==> src/rtl/alu_issue_pkg.sv <==
`default_nettype none
// ============================================================================
//  Module   : alu_issue_pkg
//  Purpose  : Function-code constants and issue FSM state encoding. Shared by
//             the ALU issue controller and the ALU control decoder.
//  Revision : 1.0  initial release
// ============================================================================
package alu_issue_pkg;

   // TotalALU function codes
   localparam logic [5:0] c_fn_and   = 6'd36;
   localparam logic [5:0] c_fn_or    = 6'd37;
   localparam logic [5:0] c_fn_add   = 6'd32;
   localparam logic [5:0] c_fn_sub   = 6'd34;
   localparam logic [5:0] c_fn_slt   = 6'd42;
   localparam logic [5:0] c_fn_srl   = 6'd2;
   localparam logic [5:0] c_fn_multu = 6'd25;
   localparam logic [5:0] c_fn_divu  = 6'd27;
   localparam logic [5:0] c_fn_mfhi  = 6'd16;
   localparam logic [5:0] c_fn_mflo  = 6'd18;

   // Unused code parked on the ALU when nothing is in flight
   localparam logic [5:0] c_fn_idle  = 6'h3F;

   typedef enum logic [1:0] {
      ST_IDLE = 2'd0,
      ST_EXEC = 2'd1,
      ST_RESP = 2'd2
   } issue_state_t;

endpackage : alu_issue_pkg
`default_nettype wire

==> src/rtl/alu_op_decode.sv <==
`default_nettype none
// ============================================================================
//  Module   : alu_op_decode
//  Purpose  : Combinational opcode classifier for the issue controller.
//  Ports    : op        in  6  function code
//             legal     out 1  op is one of the ten supported codes
//             is_muldiv out 1  op is MULTU or DIVU (multi-cycle hold)
//  Revision : 1.0  initial release
// ============================================================================
module alu_op_decode
   import alu_issue_pkg::*;
(
   input  logic [5:0] op,
   output logic       legal,
   output logic       is_muldiv
);

   always_comb begin
      legal     = 1'b0;
      is_muldiv = 1'b0;
      case (op)
         c_fn_and, c_fn_or, c_fn_add, c_fn_sub, c_fn_slt,
         c_fn_srl, c_fn_mfhi, c_fn_mflo: begin
            legal = 1'b1;
         end
         c_fn_multu, c_fn_divu: begin
            legal     = 1'b1;
            is_muldiv = 1'b1;
         end
         default: begin
            legal     = 1'b0;
            is_muldiv = 1'b0;
         end
      endcase
   end

endmodule : alu_op_decode
`default_nettype wire

==> src/rtl/alu_issue_ctrl.sv <==
`default_nettype none
// ============================================================================
//  Module   : alu_issue_ctrl
//  Purpose  : Accepts one command at a time, holds its operands on the
//             TotalALU for a fixed number of cycles, then presents a
//             response until it is consumed.
//  Ports    : clk, reset (async, active-low)
//             cmd_valid/cmd_ready/cmd_op/cmd_a/cmd_b   command handshake
//             alu_dataA/alu_dataB/alu_signal/alu_result TotalALU interface
//             rsp_valid/rsp_ready/rsp_data/rsp_err     response handshake
//             busy                                     not IDLE
//  Revision : 1.0  initial release
// ============================================================================
module alu_issue_ctrl
   import alu_issue_pkg::*;
#(
   parameter int unsigned ALU_LAT   = 1,
   parameter int unsigned MD_CYCLES = 32,
   parameter logic [5:0]  IDLE_SIG  = c_fn_idle
)(
   input  logic        clk,
   input  logic        reset,
   input  logic        cmd_valid,
   output logic        cmd_ready,
   input  logic [5:0]  cmd_op,
   input  logic [31:0] cmd_a,
   input  logic [31:0] cmd_b,
   output logic [31:0] alu_dataA,
   output logic [31:0] alu_dataB,
   output logic [5:0]  alu_signal,
   input  logic [31:0] alu_result,
   output logic        rsp_valid,
   input  logic        rsp_ready,
   output logic [31:0] rsp_data,
   output logic        rsp_err,
   output logic        busy
);

   localparam logic [5:0] c_alu_cnt = 6'(ALU_LAT);
   localparam logic [5:0] c_md_cnt  = 6'(MD_CYCLES);

   issue_state_t state_q, state_d;
   logic [5:0]   cnt_q, cnt_d;
   logic [5:0]   op_q, op_d;
   logic [31:0]  a_q, a_d;
   logic [31:0]  b_q, b_d;
   logic         md_q, md_d;
   logic [31:0]  rsp_data_q, rsp_data_d;
   logic         rsp_err_q, rsp_err_d;

   logic         w_legal;
   logic         w_is_muldiv;

   alu_op_decode u_decode (
      .op        (cmd_op),
      .legal     (w_legal),
      .is_muldiv (w_is_muldiv)
   );

   always_comb begin
      state_d    = state_q;
      cnt_d      = cnt_q;
      op_d       = op_q;
      a_d        = a_q;
      b_d        = b_q;
      md_d       = md_q;
      rsp_data_d = rsp_data_q;
      rsp_err_d  = rsp_err_q;
      case (state_q)
         ST_IDLE: begin
            // cmd_ready is simply "in IDLE", so cmd_valid alone means accept
            if (cmd_valid) begin
               if (w_legal) begin
                  state_d = ST_EXEC;
                  op_d    = cmd_op;
                  a_d     = cmd_a;
                  b_d     = cmd_b;
                  md_d    = w_is_muldiv;
                  cnt_d   = w_is_muldiv ? c_md_cnt : c_alu_cnt;
               end else begin
                  // Illegal ops never reach the ALU
                  state_d    = ST_RESP;
                  rsp_data_d = 32'd0;
                  rsp_err_d  = 1'b1;
               end
            end
         end
         ST_EXEC: begin
            cnt_d = cnt_q - 6'd1;
            if (cnt_q == 6'd1) begin
               state_d    = ST_RESP;
               // MULTU/DIVU only load HI/LO; their result is read by MFHI/MFLO
               rsp_data_d = md_q ? 32'd0 : alu_result;
               rsp_err_d  = 1'b0;
            end
         end
         ST_RESP: begin
            if (rsp_ready) begin
               state_d    = ST_IDLE;
               rsp_data_d = 32'd0;
               rsp_err_d  = 1'b0;
            end
         end
         default: begin
            state_d = ST_IDLE;
         end
      endcase
   end

   always_ff @(posedge clk or negedge reset) begin
      if (!reset) begin
         state_q    <= ST_IDLE;
         cnt_q      <= 6'd0;
         op_q       <= 6'd0;
         a_q        <= 32'd0;
         b_q        <= 32'd0;
         md_q       <= 1'b0;
         rsp_data_q <= 32'd0;
         rsp_err_q  <= 1'b0;
      end else begin
         state_q    <= state_d;
         cnt_q      <= cnt_d;
         op_q       <= op_d;
         a_q        <= a_d;
         b_q        <= b_d;
         md_q       <= md_d;
         rsp_data_q <= rsp_data_d;
         rsp_err_q  <= rsp_err_d;
      end
   end

   // ALU is only driven while an op is executing; parked otherwise
   assign alu_dataA  = (state_q == ST_EXEC) ? a_q  : 32'd0;
   assign alu_dataB  = (state_q == ST_EXEC) ? b_q  : 32'd0;
   assign alu_signal = (state_q == ST_EXEC) ? op_q : IDLE_SIG;

   assign cmd_ready  = (state_q == ST_IDLE);
   assign busy       = (state_q != ST_IDLE);
   assign rsp_valid  = (state_q == ST_RESP);
   assign rsp_data   = rsp_data_q;
   assign rsp_err    = rsp_err_q;

endmodule : alu_issue_ctrl
`default_nettype wire

==> config.mk <==
export PLATFORM = sky130hd
export DESIGN_NAME = alu_issue_ctrl
export DESIGN_NICKNAME = d
export VERILOG_FILES = /design/src/rtl/alu_issue_pkg.sv /design/src/rtl/alu_op_decode.sv /design/src/rtl/alu_issue_ctrl.sv
export SDC_FILE = /design/constraint.sdc
export NUM_CORES = 1
export LEC_CHECK = 0
export ABC_CLOCK_PERIOD_IN_PS = 3000
export BUFFER_PORTS_ARGS = -buffer_cell sky130_fd_sc_hd__buf_4
export CELL_PAD_IN_SITES_DETAIL_PLACEMENT = 1
export CELL_PAD_IN_SITES_GLOBAL_PLACEMENT = 1
export CORE_ASPECT_RATIO = 0.6
export CORE_UTILIZATION = 38
export DETAILED_ROUTE_END_ITERATION = 8
export PLACE_DENSITY = 0.81
export SLEW_MARGIN = 20
export SYNTH_ARGS = -nofsm -noshare
export SYNTH_HDL_FRONTEND = slang
export SYNTH_SLANG_ARGS = --single-unit
==> constraint.sdc <==
create_clock -name clk -period 3 [get_ports clk]
set_clock_uncertainty 0.1 [all_clocks]
set_input_delay 0.3 -clock clk [delete_from_list [all_inputs] [get_ports clk]]
set_output_delay 0.3 -clock clk [all_outputs]
set_load 0.05 [all_outputs]
Yosys cells after proc, flatten, opt, wreduce, memory -nomap -nowiden
Index checks and enable logic that the tools add are counted.
{"block": "word_totals", "ff_bits": 112, "input_bits": 106}
{"block": "classes", "muxes": 25, "addsub": 1, "n_eq_ne": 18, "reduce_logical": 10}
{"op": "32-bit 2-to-1 mux", "n": 7}
{"op": "32-bit case mux with 3 select lines", "n": 1}
{"op": "6-bit equality test, second input constant", "n": 5}
{"op": "6-bit by 5-bit equality test with 1-bit output, second input constant", "n": 4}
{"op": "6-bit 2-to-1 mux", "n": 4}
{"op": "6-bit case mux with 2 select lines", "n": 1}
{"op": "10-bit OR reduction", "n": 1}
{"op": "3-bit AND reduction", "n": 3}
{"op": "2-bit 2-to-1 mux", "n": 4}
{"op": "6-bit by 1-bit equality test with 1-bit output, second input constant", "n": 1}
{"op": "6-bit by 2-bit equality test with 1-bit output, second input constant", "n": 1}
{"op": "1-bit 2-to-1 mux", "n": 6}
{"op": "2-bit != test, second input constant", "n": 3}
{"op": "2-bit case mux with 3 select lines", "n": 1}
{"op": "6-bit by 1-bit subtractor with 6-bit output, second input constant", "n": 1}
{"op": "5-bit AND reduction", "n": 1}
{"op": "2-bit by 1-bit != test with 1-bit output, second input constant", "n": 2}
{"op": "2-bit nonzero test", "n": 2}
{"op": "1-bit case mux with 3 select lines", "n": 1}
{"op": "3-bit nonzero test", "n": 1}
{"op": "2-bit by 1-bit equality test with 1-bit output, second input constant", "n": 1}
{"op": "2-bit equality test, second input constant", "n": 1}
{"op": "2-bit logical NOT", "n": 1}
{"op": "2-bit OR reduction", "n": 1}

Depth between registers and ports, before layout
Gate-level depths: netlist of the first run.
{"block": "logic_depth", "ltp_word": 7, "ltp_mapped": 9, "ltp_nobuf": 7}

Cells and area by module
A second synthesis of the first run with hierarchy kept.
{"block": "hier_totals", "cells_unflattened": 488, "area_unflattened_um2": 5363.9}
{"module": "alu_issue_ctrl", "seq_area_each_um2": 2802.7, "instances": 1, "area_per_inst_um2": 5297.6, "cells_each": 479}
{"module": "alu_op_decode", "seq_area_each_um2": 0.0, "instances": 1, "area_per_inst_um2": 66.3, "cells_each": 9}

Least setup slack after synthesis of the first run
No wires, ideal clock.
{"block": "synth_path", "path_kind": "flip-flop to flip-flop", "startpoint": "register state_q[0]", "endpoint": "register cnt_q[5]", "arrival_time_ns": 2.292, "stages_incl_launch_ff": 8, "setup_ns": 0.124, "period_less_slack_ns": 2.516, "path_slack_ns": 0.484, "path_cell_list": "dfrtp_1 -> inv_1 -> ha_1 -> clkbuf_1 -> inv_1 -> a31oi_1 -> nor4_1 -> a211o_1"}
{"block": "synth_via", "elab_chain_len": 3, "word_cells_on_any_way": 7}
{"element": "start: declaration", "line": "alu_issue_ctrl.sv:42", "source": "issue_state_t state_q, state_d;"}
{"element": "start signal: assignment", "line": "alu_issue_ctrl.sv:121", "source": "state_q <= state_d;"}
{"element": "2-bit logical NOT (*)"}
{"element": "named net cmd_ready", "line": "alu_issue_ctrl.sv:24", "source": "output logic cmd_ready,"}
{"element": "2-bit by 1-bit != test with 1-bit output (no source line) (tied with other cells)"}
{"element": "3-bit AND reduction (no source line)"}
{"element": "end signal: assignment", "line": "alu_issue_ctrl.sv:122", "source": "cnt_q <= cnt_d;"}
{"element": "end: declaration", "line": "alu_issue_ctrl.sv:43", "source": "logic [5:0] cnt_q, cnt_d;"}
The timed path passes the listed nets; every way through them passes the cells marked *.
A chain may end at the register's enable or synchronous reset.

Final worst setup path of the first run
{"block": "layout_path", "startpoint": "register state_q[1]", "endpoint": "output alu_dataB[29]"}
{"block": "layout_via", "elab_chain_len": 2}
{"element": "2-bit by 1-bit equality test with 1-bit output", "line": "alu_issue_ctrl.sv:134", "source": "assign alu_dataB = (state_q == ST_EXEC) ? b_q : 32'd0;"}
{"element": "32-bit 2-to-1 mux", "line": "alu_issue_ctrl.sv:134"}
{"element": "end: declaration", "line": "alu_issue_ctrl.sv:29", "source": "output logic [31:0] alu_dataB,"}
Every way passes these cells.

==> impl_results.html, run 1 <==
<table>
<tr><th>Metric</th><th>Value</th></tr>
<tr><th colspan="2">Logic synthesis</th></tr>
<tr><td>Number of enable flip-flop cells after synthesis</td><td>0</td></tr>
<tr><td>Post-Synthesis Mean Instance Area</td><td>roughly 12 um^2</td></tr>
<tr><td>Compound-Gate Fraction of Synth Area</td><td>under 10%</td></tr>
<tr><td>Total standard cell area after synthesis</td><td>around 5500 um^2</td></tr>
<tr><td>Synth warn</td><td>0</td></tr>
<tr><td>FFs w/ async S/R, synth</td><td>between 90% and 100%</td></tr>
<tr><td>Distinct cell type count of the synthesized netlist</td><td>41</td></tr>
<tr><td>Number of cells produced by synthesis</td><td>about 450</td></tr>
<tr><td>Dominant combinational cell family by area after synthesis</td><td>multiplexers</td></tr>
<tr><td>Fraction of the mapped netlist area in adder cells</td><td>around 1.4%</td></tr>
<tr><td>Synthesis-stage register bit count</td><td>roughly 110</td></tr>
<tr><td>Post-Synth XOR/XNOR Area</td><td>less than 1%</td></tr>
<tr><td>Fraction of the yosys area taken by sequential cells</td><td>between 50 and 60%</td></tr>
<tr><td>Fraction of the mapped netlist area in simple logic gates</td><td>13.7%</td></tr>
<tr><td>Multiplexer share of the synthesized area</td><td>between 20% and 30%</td></tr>
<tr><td>Total nets after synthesis</td><td>564</td></tr>
<tr><td>Primary flip-flop cell chosen by synthesis mapping</td><td>dfrtp_1</td></tr>
<tr><th colspan="2">Worst setup path</th></tr>
<tr><td>Launching element of the worst setup path</td><td>state_q[1]</td></tr>
<tr><td>Reg-to-reg critical path startpoint</td><td>state_q[1]</td></tr>
<tr><td>CP Capture Type</td><td>output port</td></tr>
<tr><td>Sort of element at the start of the critical path</td><td>flip-flop</td></tr>
<tr><td>CP max FO</td><td>78</td></tr>
<tr><td>Critical path data required time</td><td>2600 ps</td></tr>
<tr><td>Arr. time, crit path</td><td>roughly 2000 ps</td></tr>
<tr><td>Critical Setup Path Class</td><td>reg2out</td></tr>
<tr><th colspan="2">Global routing</th></tr>
<tr><td>Number of antenna violations at the first check in global routing</td><td>0</td></tr>
<tr><td>Global routing usage on met3</td><td>5.18%</td></tr>
<tr><td>Layer with the highest usage</td><td>met2</td></tr>
<tr><td>Met1 Resource Use GR</td><td>between 20% and 30%</td></tr>
<tr><td>Global Route Usage Sum</td><td>between 15 and 20%</td></tr>
<tr><td>GR Overflow Total</td><td>0</td></tr>
<tr><td>Vias in the first global route</td><td>4375</td></tr>
<tr><td>Largest net degree at the start of global routing</td><td>slightly below 80</td></tr>
<tr><td>Met2 track utilization from global routing</td><td>around a third</td></tr>
<tr><td>First-pass GRT wire length</td><td>approximately 23 mm</td></tr>
<tr><th colspan="2">Placed design</th></tr>
<tr><td>Dpl cell area</td><td>7290 um^2</td></tr>
<tr><td>Post-detailed-placement half-perimeter wirelength</td><td>about 11 mm</td></tr>
<tr><td>Buffers added on ports</td><td>about 210</td></tr>
<tr><td>Routability-driven placement congestion ratio</td><td>approximately 0.79</td></tr>
<tr><th colspan="2">Die</th></tr>
<tr><td>Row count</td><td>33</td></tr>
<tr><td>Starting utilization of the core area</td><td>between 30% and 40%</td></tr>
<tr><td>Core ar.</td><td>14000 um^2</td></tr>
<tr><td>Number of placed I/O pins</td><td>about 210</td></tr>
<tr><td>Die width</td><td>158 um</td></tr>
<tr><td>Die area</td><td>around 15000 um^2</td></tr>
<tr><td>Y dimension of the die</td><td>between 90 and 100 um</td></tr>
<tr><th colspan="2">STA</th></tr>
<tr><td>Final setup vio count</td><td>0</td></tr>
<tr><td>Number of pins exceeding their max-slew limit in the final report</td><td>0</td></tr>
<tr><td>Slew margin rel.</td><td>52.6%</td></tr>
<tr><td>Setup TNS Final</td><td>0 ps</td></tr>
<tr><td>RSZ-0062 raised after global routing</td><td>false</td></tr>
<tr><td>Tightest Pin Transition</td><td>roughly 710 ps</td></tr>
<tr><td>Fraction of the cycle the final worst path needs</td><td>roughly four fifths</td></tr>
<tr><td>Fmax</td><td>407 MHz</td></tr>
<tr><td>Clock period minus worst slack</td><td>about 2500 ps</td></tr>
<tr><td>Number of hold violations in the final report</td><td>0</td></tr>
<tr><th colspan="2">Pwr</th></tr>
<tr><td>Power per unit of standard cell area</td><td>1000 nW/um^2</td></tr>
<tr><td>Gate power share</td><td>50.6%</td></tr>
<tr><td>Leak Pwr</td><td>0.00381 uW</td></tr>
<tr><td>P_sw</td><td>about 3200 uW</td></tr>
<tr><td>Switching Fraction</td><td>about two fifths</td></tr>
<tr><td>Internal Pwr Total</td><td>~4400 uW</td></tr>
<tr><td>Worst vdd ir</td><td>approximately 0.00042 V</td></tr>
<tr><td>Register share of total power</td><td>between 30 and 40%</td></tr>
<tr><td>Clock network power share</td><td>about 16%</td></tr>
<tr><th colspan="2">Clock network</th></tr>
<tr><td>Latest clock arrival within the worst-skew pair</td><td>approximately 340 ps</td></tr>
<tr><td>Clock Path Buffers</td><td>2</td></tr>
<tr><td>TritonCTS clock tree</td><td>done</td></tr>
<tr><td>Clock tree root driver cell</td><td>clkbuf_16</td></tr>
<tr><td>Register clock-pin slew on the reported worst setup and hold paths</td><td>about 80 ps</td></tr>
<tr><td>Count of clock tree sinks</td><td>112</td></tr>
<tr><td>PostCTS Resize Cnt</td><td>0</td></tr>
<tr><td>CTS H-tree lvls</td><td>3</td></tr>
<tr><td>Number of buffers inserted during clock tree synthesis</td><td>9</td></tr>
<tr><th colspan="2">Final layout</th></tr>
<tr><td>Fraction of layout instances using a drive strength above 1</td><td>between 40% and 50%</td></tr>
<tr><td>Sequential cell area</td><td>between 2000 and 3000 um^2</td></tr>
<tr><td>Commonest cells after routing, fill and taps aside</td><td>buf_4 (216), dfrtp_1 (112), and2_1 (66)</td></tr>
<tr><td>Finished Cell Area</td><td>between 7000 and 8000 um^2</td></tr>
<tr><td>Number of filler instances in the final layout</td><td>1534</td></tr>
<tr><td>Most common cell after layout, fill and taps aside</td><td>buf_4</td></tr>
<tr><td>Number of antenna cells inserted</td><td>0</td></tr>
<tr><td>Synthesis-to-finish area growth</td><td>37.1%</td></tr>
<tr><td>Multi-input gate area</td><td>between 2000 and 2500 um^2</td></tr>
<tr><td>Net count reported at finish</td><td>773</td></tr>
<tr><th colspan="2">Drt</th></tr>
<tr><td>Vias per std cell</td><td>approximately 4.7</td></tr>
<tr><td>Routed WL per cell</td><td>~17 um</td></tr>
<tr><td>Total iterations of the first detailed-routing run</td><td>4</td></tr>
<tr><td>Post-detailed-routing wire length</td><td>approximately 14 mm</td></tr>
<tr><td>Number of DRC violations after detailed routing</td><td>0</td></tr>
<tr><td>Initial DRC Count</td><td>approximately 110</td></tr>
<tr><td>Vias post-DR</td><td>just over 4k</td></tr>
<tr><td>Number of antenna-violating nets in the routed design</td><td>0</td></tr>
<tr><th colspan="2">Worst hold path</th></tr>
<tr><td>Kind of path behind the tightest hold check</td><td>in2reg</td></tr>
<tr><td>Worst Hold Launch</td><td>cmd_b[14]</td></tr>
<tr><th colspan="2">Run status</th></tr>
<tr><td>Result of the run</td><td>complete, no violations</td></tr>
<tr><th colspan="2">Run</th></tr>
<tr><td>Max-cap viol count</td><td>0</td></tr>
</table>
[critical path, cell delays in order (launching register included)]
cell     delay (ps)
dfrtp_1         410
inv_1           120
ha_2            200
buf_4           510
and2_1          250
buf_4           210
[routing by layer]
metal / wire length, um / vias up
li1: - / 1896
met1: 6350 / 1991
met2: 6940 / 135
met3: 985 / 13
met4: 148 / 0
met5: 0 / -
[cell usage after synthesis, drive strengths merged, types with 2 or more instances]
master / count / area share, %
ha: 6 / 1.4
and2: 66 / 7.4
clkbuf: 12 / 0.81
mux2: 70 / 18
or3: 2 / 0.23
a31oi: 3 / 0.34
nor3: 5 / 0.45
a21oi: 5 / 0.45
o21ai: 5 / 0.45
nor2: 5 / 0.34
dfrtp: 112 / 51
nor2b: 2 / 0.23
nand2: 42 / 2.8
inv: 44 / 3.0
buf: 12 / 3.3
nand3: 3 / 0.27
mux2i: 33 / 6.0
nand2b: 7 / 0.79
[area by class of cell]
cell class                 count  share of cell area, %
clock buffer                   9                   2.96
clock inverter                 7                   1.02
inverter                      44                   2.17
multi-input combinational    272                   31.1
sequential                   112                   36.9
tap                          192                   3.16
timing repair buffer         222                   22.8
[stage by stage]
step / cells / worst slack, ps / total power [uW] / util [%] / hold WS (ps)
2_1_floorplan: 452 / 484 / 5340 / - / -95.6
3_3_place_gp: 841 / 490 / 6280 / 52.2 / 284
3_5_place_dp: 841 / 417 / 6460 / 52.2 / 297
4_1_cts: 858 / 487 / 7730 / 54.5 / 62.7
5_1_grt: 858 / 368 / 8070 / 54.5 / 60.4
6_report: 858 / 541 / 7630 / 54.5 / 70.0
[flip-flops by register name (all words and copies together), names as in the netlist]
name      cells
a_q          32
b_q          32
cnt_q         6
md_q          1
op_q          6
rsp_data     32
rsp_err       1
state_q       2
[power groups by stage]
stage               Combinational (uW)  Sequential, uW  Clock [uW]
floorplan                         2530            2810           0
global placement                  3760            2520           0
detailed placement                3900            2560           0
CTS                               3910            2550        1270
global route                      4110            2630        1330
finish                            3860            2540        1230
[final timing paths]
kind                            cells after the start  slack, ps             to
worst max-delay path                                5        540  alu_dataB[29]
worst min-delay path                                2         70        b_q[14]
worst max register to register                      8        720   rsp_data[21]
worst min register to register                      1        390        b_q[12]
max in group asynchronous                           3       1570        a_q[23]
min in group asynchronous                           2        460   rsp_data[12]
[cell families (layout without fill, tap and decap cells)]
group | after synthesis | after routing
simple gates | 139 | 139
flops | 112 | 112
mux | 103 | 103
buf+inv | 68 | 282
compound gates | 23 | 23
fa+ha+maj | 6 | 6
xor+xnor | 1 | 1
[timing repair]
action | CTS | global route
hold buffers | 1 | 0
endpoints found under the hold margin | 50 | 0
buffers inserted | 0 | 0
(Power assumes the default switching activity.)
==> run 2, diff against run 1 <==
Settings changed: ABC_AREA set to 1, ABC_CLOCK_PERIOD_IN_PS 3000 to 2200, CORE_UTILIZATION 38 to 31, PLACE_DENSITY 0.81 to 0.77.
Clock period 3 ns to 2.2 ns, I/O delays scaled along.
==> run 2 against run 1 <==
Effect of this change: wire length rose by 21%; clock power rose by 33%; utilization fell by 9.1 points; largest power group is now registers; final cell count rose by 41%; largest cell class unchanged; sequential share of layout area fell by 1.5 points.
==> impl_results.html, run 2 <==
<table>
<tr><th>Metric</th><th>Value</th></tr>
<tr><th colspan="2">Run status</th></tr>
<tr><td>Result of the run</td><td>complete, no violations (unchanged)</td></tr>
<tr><th colspan="2">Global routing</th></tr>
<tr><td>First-pass GRT wire length</td><td>28.3 mm (was 22.7 mm)</td></tr>
<tr><td>Largest net degree at the start of global routing</td><td>78 (was 79)</td></tr>
<tr><td>Number of antenna violations at the first check in global routing</td><td>0 (unchanged)</td></tr>
<tr><td>Vias in the first global route</td><td>5515 (was 4375)</td></tr>
<tr><td>GR Overflow Total</td><td>0 (unchanged)</td></tr>
<tr><td>Global Route Usage Sum</td><td>18.9% (was 19.5%)</td></tr>
<tr><th colspan="2">Worst setup path</th></tr>
<tr><td>CP Capture Type</td><td>output port (unchanged)</td></tr>
<tr><td>Delay of the slowest critical-path stage</td><td>420 ps (was 510 ps)</td></tr>
<tr><td>Critical Setup Path Class</td><td>reg2out (unchanged)</td></tr>
<tr><td>Number of gates on the worst path with buffers counted</td><td>5 (unchanged)</td></tr>
<tr><td>Worst Reg-to-Reg Cells</td><td>10 (was 8)</td></tr>
<tr><td>Critical path data required time</td><td>1880 ps (was 2600 ps)</td></tr>
<tr><td>Cell with the biggest individual delay on the critical path</td><td>dfrtp_1 (was buf_4)</td></tr>
<tr><td>Worst path bufs/invs</td><td>3 (unchanged)</td></tr>
<tr><td>Cell-by-cell listing of the critical path</td><td>inv_1, ha_2, inv_2, or2_2, buf_4 (was inv_1, ha_2, buf_4, and2_1, buf_4)</td></tr>
<tr><td>Family with the most delay on the worst path</td><td>buffers and inverters (unchanged)</td></tr>
<tr><td>CP max FO</td><td>15 (was 78)</td></tr>
<tr><td>Arr. time, crit path</td><td>1780 ps (was 2060 ps)</td></tr>
<tr><td>Sort of element at the start of the critical path</td><td>flip-flop (unchanged)</td></tr>
<tr><th colspan="2">Placed design</th></tr>
<tr><td>Buffers added on ports</td><td>211 (unchanged)</td></tr>
<tr><td>Routability-driven placement congestion ratio</td><td>0.819 (was 0.791)</td></tr>
<tr><td>Setup slack at placement</td><td>87.3 ps (was 417 ps)</td></tr>
<tr><td>Post-detailed-placement half-perimeter wirelength</td><td>12.7 mm (was 11.0 mm)</td></tr>
<tr><th colspan="2">Logic synthesis</th></tr>
<tr><td>List of most frequent post-synthesis cells</td><td>nand2_1 (295), inv_1 (113), dfrtp_1 (112) (was dfrtp_1 (112), and2_1 (66), mux2_4 (60))</td></tr>
<tr><td>Post-synth top area share</td><td>49.7% (was 50.5%)</td></tr>
<tr><td>Cell taking the most area after synthesis</td><td>dfrtp_1 (unchanged)</td></tr>
<tr><td>Number of enable flip-flop cells after synthesis</td><td>0 (unchanged)</td></tr>
<tr><td>Primary flip-flop cell chosen by synthesis mapping</td><td>dfrtp_1 (unchanged)</td></tr>
<tr><td>Number of cells produced by synthesis</td><td>762 (was 452)</td></tr>
<tr><td>Synthesis-stage register bit count</td><td>112 (unchanged)</td></tr>
<tr><td>Dominant cell by count in the synthesized netlist</td><td>nand2_1 (was dfrtp_1)</td></tr>
<tr><td>Cells taking the most area after synthesis</td><td>dfrtp_1 (50%), nand2_1 (20%), nand3_1 (9.5%) (was dfrtp_1 (51%), mux2_4 (16%), and2_1 (7.4%))</td></tr>
<tr><td>Synth warn</td><td>0 (unchanged)</td></tr>
<tr><td>Total standard cell area after synthesis</td><td>5640 um^2 (was 5550 um^2)</td></tr>
<tr><td>Total nets after synthesis</td><td>874 (was 564)</td></tr>
<tr><td>Distinct cell type count of the synthesized netlist</td><td>27 (was 41)</td></tr>
<tr><td>Post-Synthesis Mean Instance Area</td><td>7.40 um^2 (was 12.3 um^2)</td></tr>
<tr><td>FFs w/ async S/R, synth</td><td>100% (unchanged)</td></tr>
<tr><td>Fraction of the yosys area taken by sequential cells</td><td>49.7% (was 50.5%)</td></tr>
<tr><th colspan="2">Drt</th></tr>
<tr><td>Vias post-DR</td><td>5422 (was 4035)</td></tr>
<tr><td>Total iterations of the first detailed-routing run</td><td>4 (unchanged)</td></tr>
<tr><td>Initial DRC Count</td><td>277 (was 113)</td></tr>
<tr><td>Number of DRC violations after detailed routing</td><td>0 (unchanged)</td></tr>
<tr><td>Post-detailed-routing wire length</td><td>17.5 mm (was 14.4 mm)</td></tr>
<tr><td>Routed WL per cell</td><td>14.4 um (was 16.8 um)</td></tr>
<tr><td>Number of antenna-violating nets in the routed design</td><td>0 (unchanged)</td></tr>
<tr><td>Vias per std cell</td><td>4.48 (was 4.70)</td></tr>
<tr><th colspan="2">Final layout</th></tr>
<tr><td>Fraction of layout instances using a drive strength above 1</td><td>27.0% (was 45.6%)</td></tr>
<tr><td>Multi-input gate area</td><td>2170 um^2 (was 2360 um^2)</td></tr>
<tr><td>Sequential cell area</td><td>2800 um^2 (unchanged)</td></tr>
<tr><td>Commonest cells after routing, fill and taps aside</td><td>nand2_1 (295), buf_4 (220), inv_1 (112), dfrtp_1 (112), nand3_1 (107) (was buf_4 (216), dfrtp_1 (112), and2_1 (66))</td></tr>
<tr><td>Number of filler instances in the final layout</td><td>2189 (was 1534)</td></tr>
<tr><td>Core utilization of the finished layout</td><td>45.4% (was 54.5%)</td></tr>
<tr><td>Number of antenna cells inserted</td><td>0 (unchanged)</td></tr>
<tr><td>Most common cell after layout, fill and taps aside</td><td>nand2_1 (was buf_4)</td></tr>
<tr><td>Net count reported at finish</td><td>1086 (was 773)</td></tr>
<tr><td>Synthesis-to-finish area growth</td><td>40.4% (was 37.1%)</td></tr>
<tr><th colspan="2">Die</th></tr>
<tr><td>Number of placed I/O pins</td><td>212 (unchanged)</td></tr>
<tr><td>Starting utilization of the core area</td><td>32.3% (was 39.8%)</td></tr>
<tr><td>Core ar.</td><td>17500 um^2 (was 14000 um^2)</td></tr>
<tr><td>Row count</td><td>37 (was 33)</td></tr>
<tr><td>Die area</td><td>18800 um^2 (was 15100 um^2)</td></tr>
<tr><td>Die width</td><td>176 um (was 158 um)</td></tr>
<tr><td>Y dimension of the die</td><td>106 um (was 95.6 um)</td></tr>
<tr><th colspan="2">Clock network</th></tr>
<tr><td>Latest clock arrival within the worst-skew pair</td><td>340 ps (about the same)</td></tr>
<tr><td>CTS H-tree lvls</td><td>3 (unchanged)</td></tr>
<tr><td>Number of buffers inserted during clock tree synthesis</td><td>9 (unchanged)</td></tr>
<tr><td>Clock Path Buffers</td><td>2 (unchanged)</td></tr>
<tr><td>TritonCTS clock tree</td><td>done (unchanged)</td></tr>
<tr><td>Register clock-pin slew on the reported worst setup and hold paths</td><td>70 ps (was 80 ps)</td></tr>
<tr><td>Count of clock tree sinks</td><td>112 (unchanged)</td></tr>
<tr><td>Clock tree root driver cell</td><td>clkbuf_16 (unchanged)</td></tr>
<tr><th colspan="2">STA</th></tr>
<tr><td>Setup slack of the critical path after layout</td><td>100 ps (was 541 ps)</td></tr>
<tr><td>Clock period minus worst slack</td><td>around 2100 ps</td></tr>
<tr><td>Fraction of the cycle the final worst path needs</td><td>a little over nine tenths</td></tr>
<tr><td>Number of pins exceeding their max-slew limit in the final report</td><td>0 (unchanged)</td></tr>
<tr><td>Final hold slack</td><td>8.27 ps (was 70.0 ps)</td></tr>
<tr><td>Final setup vio count</td><td>0 (unchanged)</td></tr>
<tr><td>Tightest Pin Transition</td><td>391 ps (was 712 ps)</td></tr>
<tr><td>RSZ-0062 raised after global routing</td><td>true (was false)</td></tr>
<tr><td>Fmax</td><td>about 480 MHz</td></tr>
<tr><td>Number of hold violations in the final report</td><td>0 (unchanged)</td></tr>
<tr><td>Slew margin rel.</td><td>74.0% (was 52.6%)</td></tr>
<tr><th colspan="2">Worst hold path</th></tr>
<tr><td>Kind of path behind the tightest hold check</td><td>in2reg (unchanged)</td></tr>
<tr><td>Number of instances on the worst hold path</td><td>3 (was 2)</td></tr>
<tr><th colspan="2">Pwr</th></tr>
<tr><td>Worst vdd ir</td><td>0.000425 V (was 0.000424 V)</td></tr>
<tr><td>Leak Pwr</td><td>0.00491 uW (was 0.00381 uW)</td></tr>
<tr><td>Power per unit of standard cell area</td><td>1010 nW/um^2 (was 1000 nW/um^2)</td></tr>
<tr><th colspan="2">Run</th></tr>
<tr><td>Max-cap viol count</td><td>0 (unchanged)</td></tr>
</table>
-- run 2: where the power goes --
group	leakage (uW)	total, uW	switching [uW]	internal [uW]
registers	0.00146	3250	427	2820
clock network	0.000134	1630	752	874
logic	0.00331	3120	2080	1030
-- run 2: worst paths after layout --
kind / startpoint / end / slack, ps
worst min register to register: rsp_data[15] / rsp_data[15] / 370
worst max register to register: state_q[0] / rsp_data[12] / 200
max in group asynchronous: reset / rsp_data[6] / 1170
worst max-delay path: state_q[1] / alu_signal[5] / 100
min in group asynchronous: reset / b_q[29] / 240
worst min-delay path: cmd_a[19] / a_q[19] / 8
-- run 2: per-layer routing --
metal	routed length, um	vias up	track usage [%]
li1	-	2698	-
met1	8380	2579	26.3
met2	8110	136	31.0
met3	877	9	3.76
met4	89	0	2.67
met5	0	-	0
-- run 2: area by class of cell --
class                      instances  share of cell area (%)
sequential                       112                    35.4
multi-input combinational        491                    27.4
timing repair buffer             244                    24.5
clock inverter                     5                   0.742
tap                              234                    3.70
inverter                         116                    5.50
clock buffer                       9                    2.84
-- run 2: what timing repair did --
item	in CTS	in global routing
pin swaps	0	1
hold buffers	17	0
buffers inserted	0	2
setup endpoints to repair	11	46
resized for setup	2	3
endpoints found under the hold margin	40	0
cloned	0	0
-- run 2: cell families after synthesis --
kind of cell / Yosys count / share of synthesized area (%)
compound gates: 14 / 1.31
simple gates: 470 / 35.4
buf+inv: 159 / 12.2
fa+ha+maj: 6 / 1.33
xor+xnor: 1 / 0.155
flops: 112 / 49.7
-- run 2: worst register-to-register path, stage by stage, from the launching register on --
cell	delay [ps]
dfrtp_1	420
inv_1	100
ha_2	230
inv_1	110
nor2_1	70
inv_1	140
nand3_4	130
nor2_8	230
nand2_8	180
nand2_1	140
nand2_1	60
-- run 2: through the flow --
step	setup TNS [ps]	instances	cell area, um^2	total power [uW]
after global routing	-3.88	1211	7920	8590
final	0	1211	7920	7990
after global placement	0	1178	7430	6250
after CTS	0	1209	7890	8040
after floorplan	0	762	5640	5360
after detailed placement	0	1178	7430	6350
==> run 3, diff against run 2 <==
Settings changed: CORE_MARGIN set to 4.
==> run 3 against run 2 <==
Effect of this change: non-clock buffer count is 4 higher; hold slack worse by 1.1 ps; combinational power is 2% lower; design area is 0.44% higher; fmax is 1.3% lower; sequential share of layout area is 0.16 points lower; critical path depth stayed put; clock-buffer cell count is 2 higher; via count is 1.0% higher; largest power group unchanged; highest routed layer unchanged.
==> impl_results.html, run 3 (synthesis gave the netlist of run 2 again) <==
<table>
<tr><th>Metric</th><th>Value</th></tr>
<tr><th colspan="2">Drt</th></tr>
<tr><td>Vias post-DR</td><td>5477 (was 5422)</td></tr>
<tr><td>Post-detailed-routing wire length</td><td>18.2 mm (was 17.5 mm)</td></tr>
<tr><td>Total iterations of the first detailed-routing run</td><td>4 (unchanged)</td></tr>
<tr><td>Number of antenna-violating nets in the routed design</td><td>0 (unchanged)</td></tr>
<tr><td>Vias per std cell</td><td>4.50 (was 4.48)</td></tr>
<tr><td>Initial DRC Count</td><td>224 (was 277)</td></tr>
<tr><td>Routed WL per cell</td><td>15.0 um (was 14.4 um)</td></tr>
<tr><td>Number of DRC violations after detailed routing</td><td>0 (unchanged)</td></tr>
<tr><th colspan="2">Clock network</th></tr>
<tr><td>TritonCTS clock tree</td><td>done (unchanged)</td></tr>
<tr><td>CTS H-tree lvls</td><td>3 (unchanged)</td></tr>
<tr><td>Number of buffers inserted during clock tree synthesis</td><td>9 (unchanged)</td></tr>
<tr><td>Clock tree root driver cell</td><td>clkbuf_16 (unchanged)</td></tr>
<tr><td>Latest clock arrival within the worst-skew pair</td><td>350 ps (was 340 ps)</td></tr>
<tr><td>Register clock-pin slew on the reported worst setup and hold paths</td><td>70 ps (about the same)</td></tr>
<tr><td>Count of clock tree sinks</td><td>112 (unchanged)</td></tr>
<tr><td># Post-CTS Setup Buffers</td><td>0 (unchanged)</td></tr>
<tr><td>Clock Path Buffers</td><td>2 (unchanged)</td></tr>
<tr><th colspan="2">STA</th></tr>
<tr><td>Setup TNS Final</td><td>0 ps (unchanged)</td></tr>
<tr><td>Number of hold violations in the final report</td><td>0 (unchanged)</td></tr>
<tr><td>RSZ-0062 raised after global routing</td><td>true (unchanged)</td></tr>
<tr><td>Clock period minus worst slack</td><td>2130 ps (was 2100 ps)</td></tr>
<tr><td>Fmax</td><td>470 MHz (was 476 MHz)</td></tr>
<tr><td>Setup slack of the critical path after layout</td><td>73.6 ps (was 100 ps)</td></tr>
<tr><td>Final hold slack</td><td>7.14 ps (was 8.27 ps)</td></tr>
<tr><td>Fraction of the cycle the final worst path needs</td><td>96.7% (was 95.4%)</td></tr>
<tr><td>Final setup vio count</td><td>0 (unchanged)</td></tr>
<tr><td>Slew margin rel.</td><td>70.8% (was 74.0%)</td></tr>
<tr><td>Number of pins exceeding their max-slew limit in the final report</td><td>0 (unchanged)</td></tr>
<tr><td>Tightest Pin Transition</td><td>439 ps (was 391 ps)</td></tr>
<tr><th colspan="2">Pwr</th></tr>
<tr><td>Internal Pwr Total</td><td>4730 uW (about the same)</td></tr>
<tr><td>Leak Pwr</td><td>0.00493 uW (was 0.00491 uW)</td></tr>
<tr><td>Switching Fraction</td><td>41.1% (was 40.8%)</td></tr>
<tr><td>Power consumption</td><td>8030 uW (was 7990 uW)</td></tr>
<tr><td>Clock network power share</td><td>21.4% (was 20.4%)</td></tr>
<tr><td>P_sw</td><td>3300 uW (was 3260 uW)</td></tr>
<tr><td>Register share of total power</td><td>40.4% (was 40.6%)</td></tr>
<tr><td>Worst vdd ir</td><td>0.000395 V (was 0.000425 V)</td></tr>
<tr><td>Gate power share</td><td>38.2% (was 39.0%)</td></tr>
<tr><td>Power per unit of standard cell area</td><td>1010 nW/um^2 (about the same)</td></tr>
<tr><th colspan="2">Worst setup path</th></tr>
<tr><td>Critical path data required time</td><td>1880 ps (about the same)</td></tr>
<tr><td>Reg-to-reg critical path startpoint</td><td>state_q[0] (unchanged)</td></tr>
<tr><td>Arr. time, crit path</td><td>1810 ps (was 1780 ps)</td></tr>
<tr><td>Setup slack, reg-to-reg</td><td>210 ps (was 200 ps)</td></tr>
<tr><td>CP Capture Type</td><td>output port (unchanged)</td></tr>
<tr><td>Family with the most delay on the worst path</td><td>buffers and inverters (unchanged)</td></tr>
<tr><td>Worst path bufs/invs</td><td>3 (unchanged)</td></tr>
<tr><td>Delay of the slowest critical-path stage</td><td>410 ps (was 420 ps)</td></tr>
<tr><td>CP max FO</td><td>15 (unchanged)</td></tr>
<tr><td>Critical Setup Path Class</td><td>reg2out (unchanged)</td></tr>
<tr><td>Cell with the biggest individual delay on the critical path</td><td>dfrtp_1 (unchanged)</td></tr>
<tr><td>Launching element of the worst setup path</td><td>state_q[1] (unchanged)</td></tr>
<tr><td>Sort of element at the start of the critical path</td><td>flip-flop (unchanged)</td></tr>
<tr><td>Cell-by-cell listing of the critical path</td><td>inv_1, ha_2, inv_2, or2_2, buf_4 (unchanged)</td></tr>
<tr><th colspan="2">Placed design</th></tr>
<tr><td>Post-detailed-placement half-perimeter wirelength</td><td>13.4 mm (was 12.7 mm)</td></tr>
<tr><td>Setup slack at placement</td><td>214 ps (was 87.3 ps)</td></tr>
<tr><td>Buffers added on ports</td><td>211 (unchanged)</td></tr>
<tr><td>Routability-driven placement congestion ratio</td><td>0.776 (was 0.819)</td></tr>
<tr><th colspan="2">Worst hold path</th></tr>
<tr><td>Worst Hold Launch</td><td>cmd_b[14] (was cmd_a[19])</td></tr>
<tr><td>Kind of path behind the tightest hold check</td><td>in2reg (unchanged)</td></tr>
<tr><th colspan="2">Final layout</th></tr>
<tr><td>Synthesis-to-finish area growth</td><td>41.0% (was 40.4%)</td></tr>
<tr><td>Commonest cells after routing, fill and taps aside</td><td>nand2_1 (295), buf_4 (223), inv_1 (112), dfrtp_1 (112), nand3_1 (107) (was nand2_1 (295), buf_4 (220), inv_1 (112), dfrtp_1 (112), nand3_1 (107))</td></tr>
<tr><td>Number of filler instances in the final layout</td><td>2203 (was 2189)</td></tr>
<tr><td>Most common cell after layout, fill and taps aside</td><td>nand2_1 (unchanged)</td></tr>
<tr><td>Number of antenna cells inserted</td><td>0 (unchanged)</td></tr>
<tr><td>Fraction of layout instances using a drive strength above 1</td><td>27.0% (about the same)</td></tr>
<tr><td>Net count reported at finish</td><td>1090 (was 1086)</td></tr>
<tr><td>Core utilization of the finished layout</td><td>45.5% (was 45.4%)</td></tr>
<tr><th colspan="2">Run</th></tr>
<tr><td>Max-cap viol count</td><td>0 (unchanged)</td></tr>
<tr><th colspan="2">Die</th></tr>
<tr><td>Core ar.</td><td>17500 um^2 (about the same)</td></tr>
<tr><td>Die area</td><td>20500 um^2 (was 18800 um^2)</td></tr>
<tr><td>Die width</td><td>182 um (was 176 um)</td></tr>
<tr><td>Starting utilization of the core area</td><td>32.2% (was 32.3%)</td></tr>
<tr><td>Number of placed I/O pins</td><td>212 (unchanged)</td></tr>
<tr><td>Row count</td><td>37 (unchanged)</td></tr>
<tr><td>Y dimension of the die</td><td>112 um (was 106 um)</td></tr>
<tr><th colspan="2">Global routing</th></tr>
<tr><td>Vias in the first global route</td><td>5763 (was 5515)</td></tr>
<tr><td>GR Overflow Total</td><td>0 (unchanged)</td></tr>
<tr><td>Number of antenna violations at the first check in global routing</td><td>0 (unchanged)</td></tr>
<tr><td>Largest net degree at the start of global routing</td><td>40 (was 78)</td></tr>
<tr><td>Global Route Usage Sum</td><td>17.9% (was 18.9%)</td></tr>
<tr><td>First-pass GRT wire length</td><td>30.2 mm (was 28.3 mm)</td></tr>
<tr><th colspan="2">Run status</th></tr>
<tr><td>Result of the run</td><td>complete, no violations (unchanged)</td></tr>
</table>
run 3: cell count changes in the layout (fill, tap and decap cells not counted), sizes merged:
cell / delta
clkbuf: +2
clkinv: +2
clkinvlp: -2
dlygate4sd3: +4
run 3: final timing paths:
kind	to	cells past startpoint
max in group asynchronous	b_q[1]	3
worst max register to register	rsp_data[10]	10
worst min-delay path	b_q[14]	3
min in group asynchronous	b_q[21]	2
worst min register to register	b_q[22]	2
worst max-delay path	alu_signal[4]	5
run 3: routing by layer:
layer / share of wire, % / up-vias / GRT usage [%]
met3: 5.3 / 10 / 4.05
met1: 48 / 2619 / 24.9
met2: 46 / 136 / 29.2
met5: 0 / - / 0
met4: 0.73 / 0 / 2.50
li1: - / 2712 / -
run 3: repair_timing:
item                                    in CTS  in global routing
hold endpoints to repair                   108                  0
cloned                                       0                  0
gates resized for setup                      1                  1
hold buffers                                21                  0
endpoints found under the setup margin      14                  9
run 3: worst reg2reg max path: stages, from the launching register on:
cell and delay, ps:
dfrtp_1 410, inv_1 90, ha_2 230, inv_1 100, nor2_1 60, inv_1 120
nand3_4 120, nor2_8 180, nand2_4 250, nand2_1 160, nand2_1 60
run 3: layout make-up:
| type | instances | area (um^2) | share of cell area (%) |
|---|---|---|---|
| sequential | 112 | 2800 | 35.2 |
| multi-input combinational | 491 | 2160 | 27.1 |
| timing repair buffer | 248 | 1960 | 24.6 |
| inverter | 116 | 435 | 5.47 |
| tap | 234 | 293 | 3.68 |
| clock buffer | 11 | 243 | 3.05 |
| clock inverter | 5 | 65.1 | 0.818 |
run 3: stage by stage:
step	cell area (um^2)	cells
floorplan	5640	762
global placement	7430	1180
detailed placement	7430	1180
CTS	7950	1217
global route	7960	1217
finish	7960	1217
run 3: power groups by stage:
stage / clock network, uW / logic [uW] / registers (uW)
global route: 1840 / 3440 / 3360
CTS: 1760 / 3120 / 3250
detailed placement: 0 / 3080 / 3280
floorplan: 0 / 1960 / 3410
global placement: 0 / 3000 / 3230
finish: 1710 / 3070 / 3240
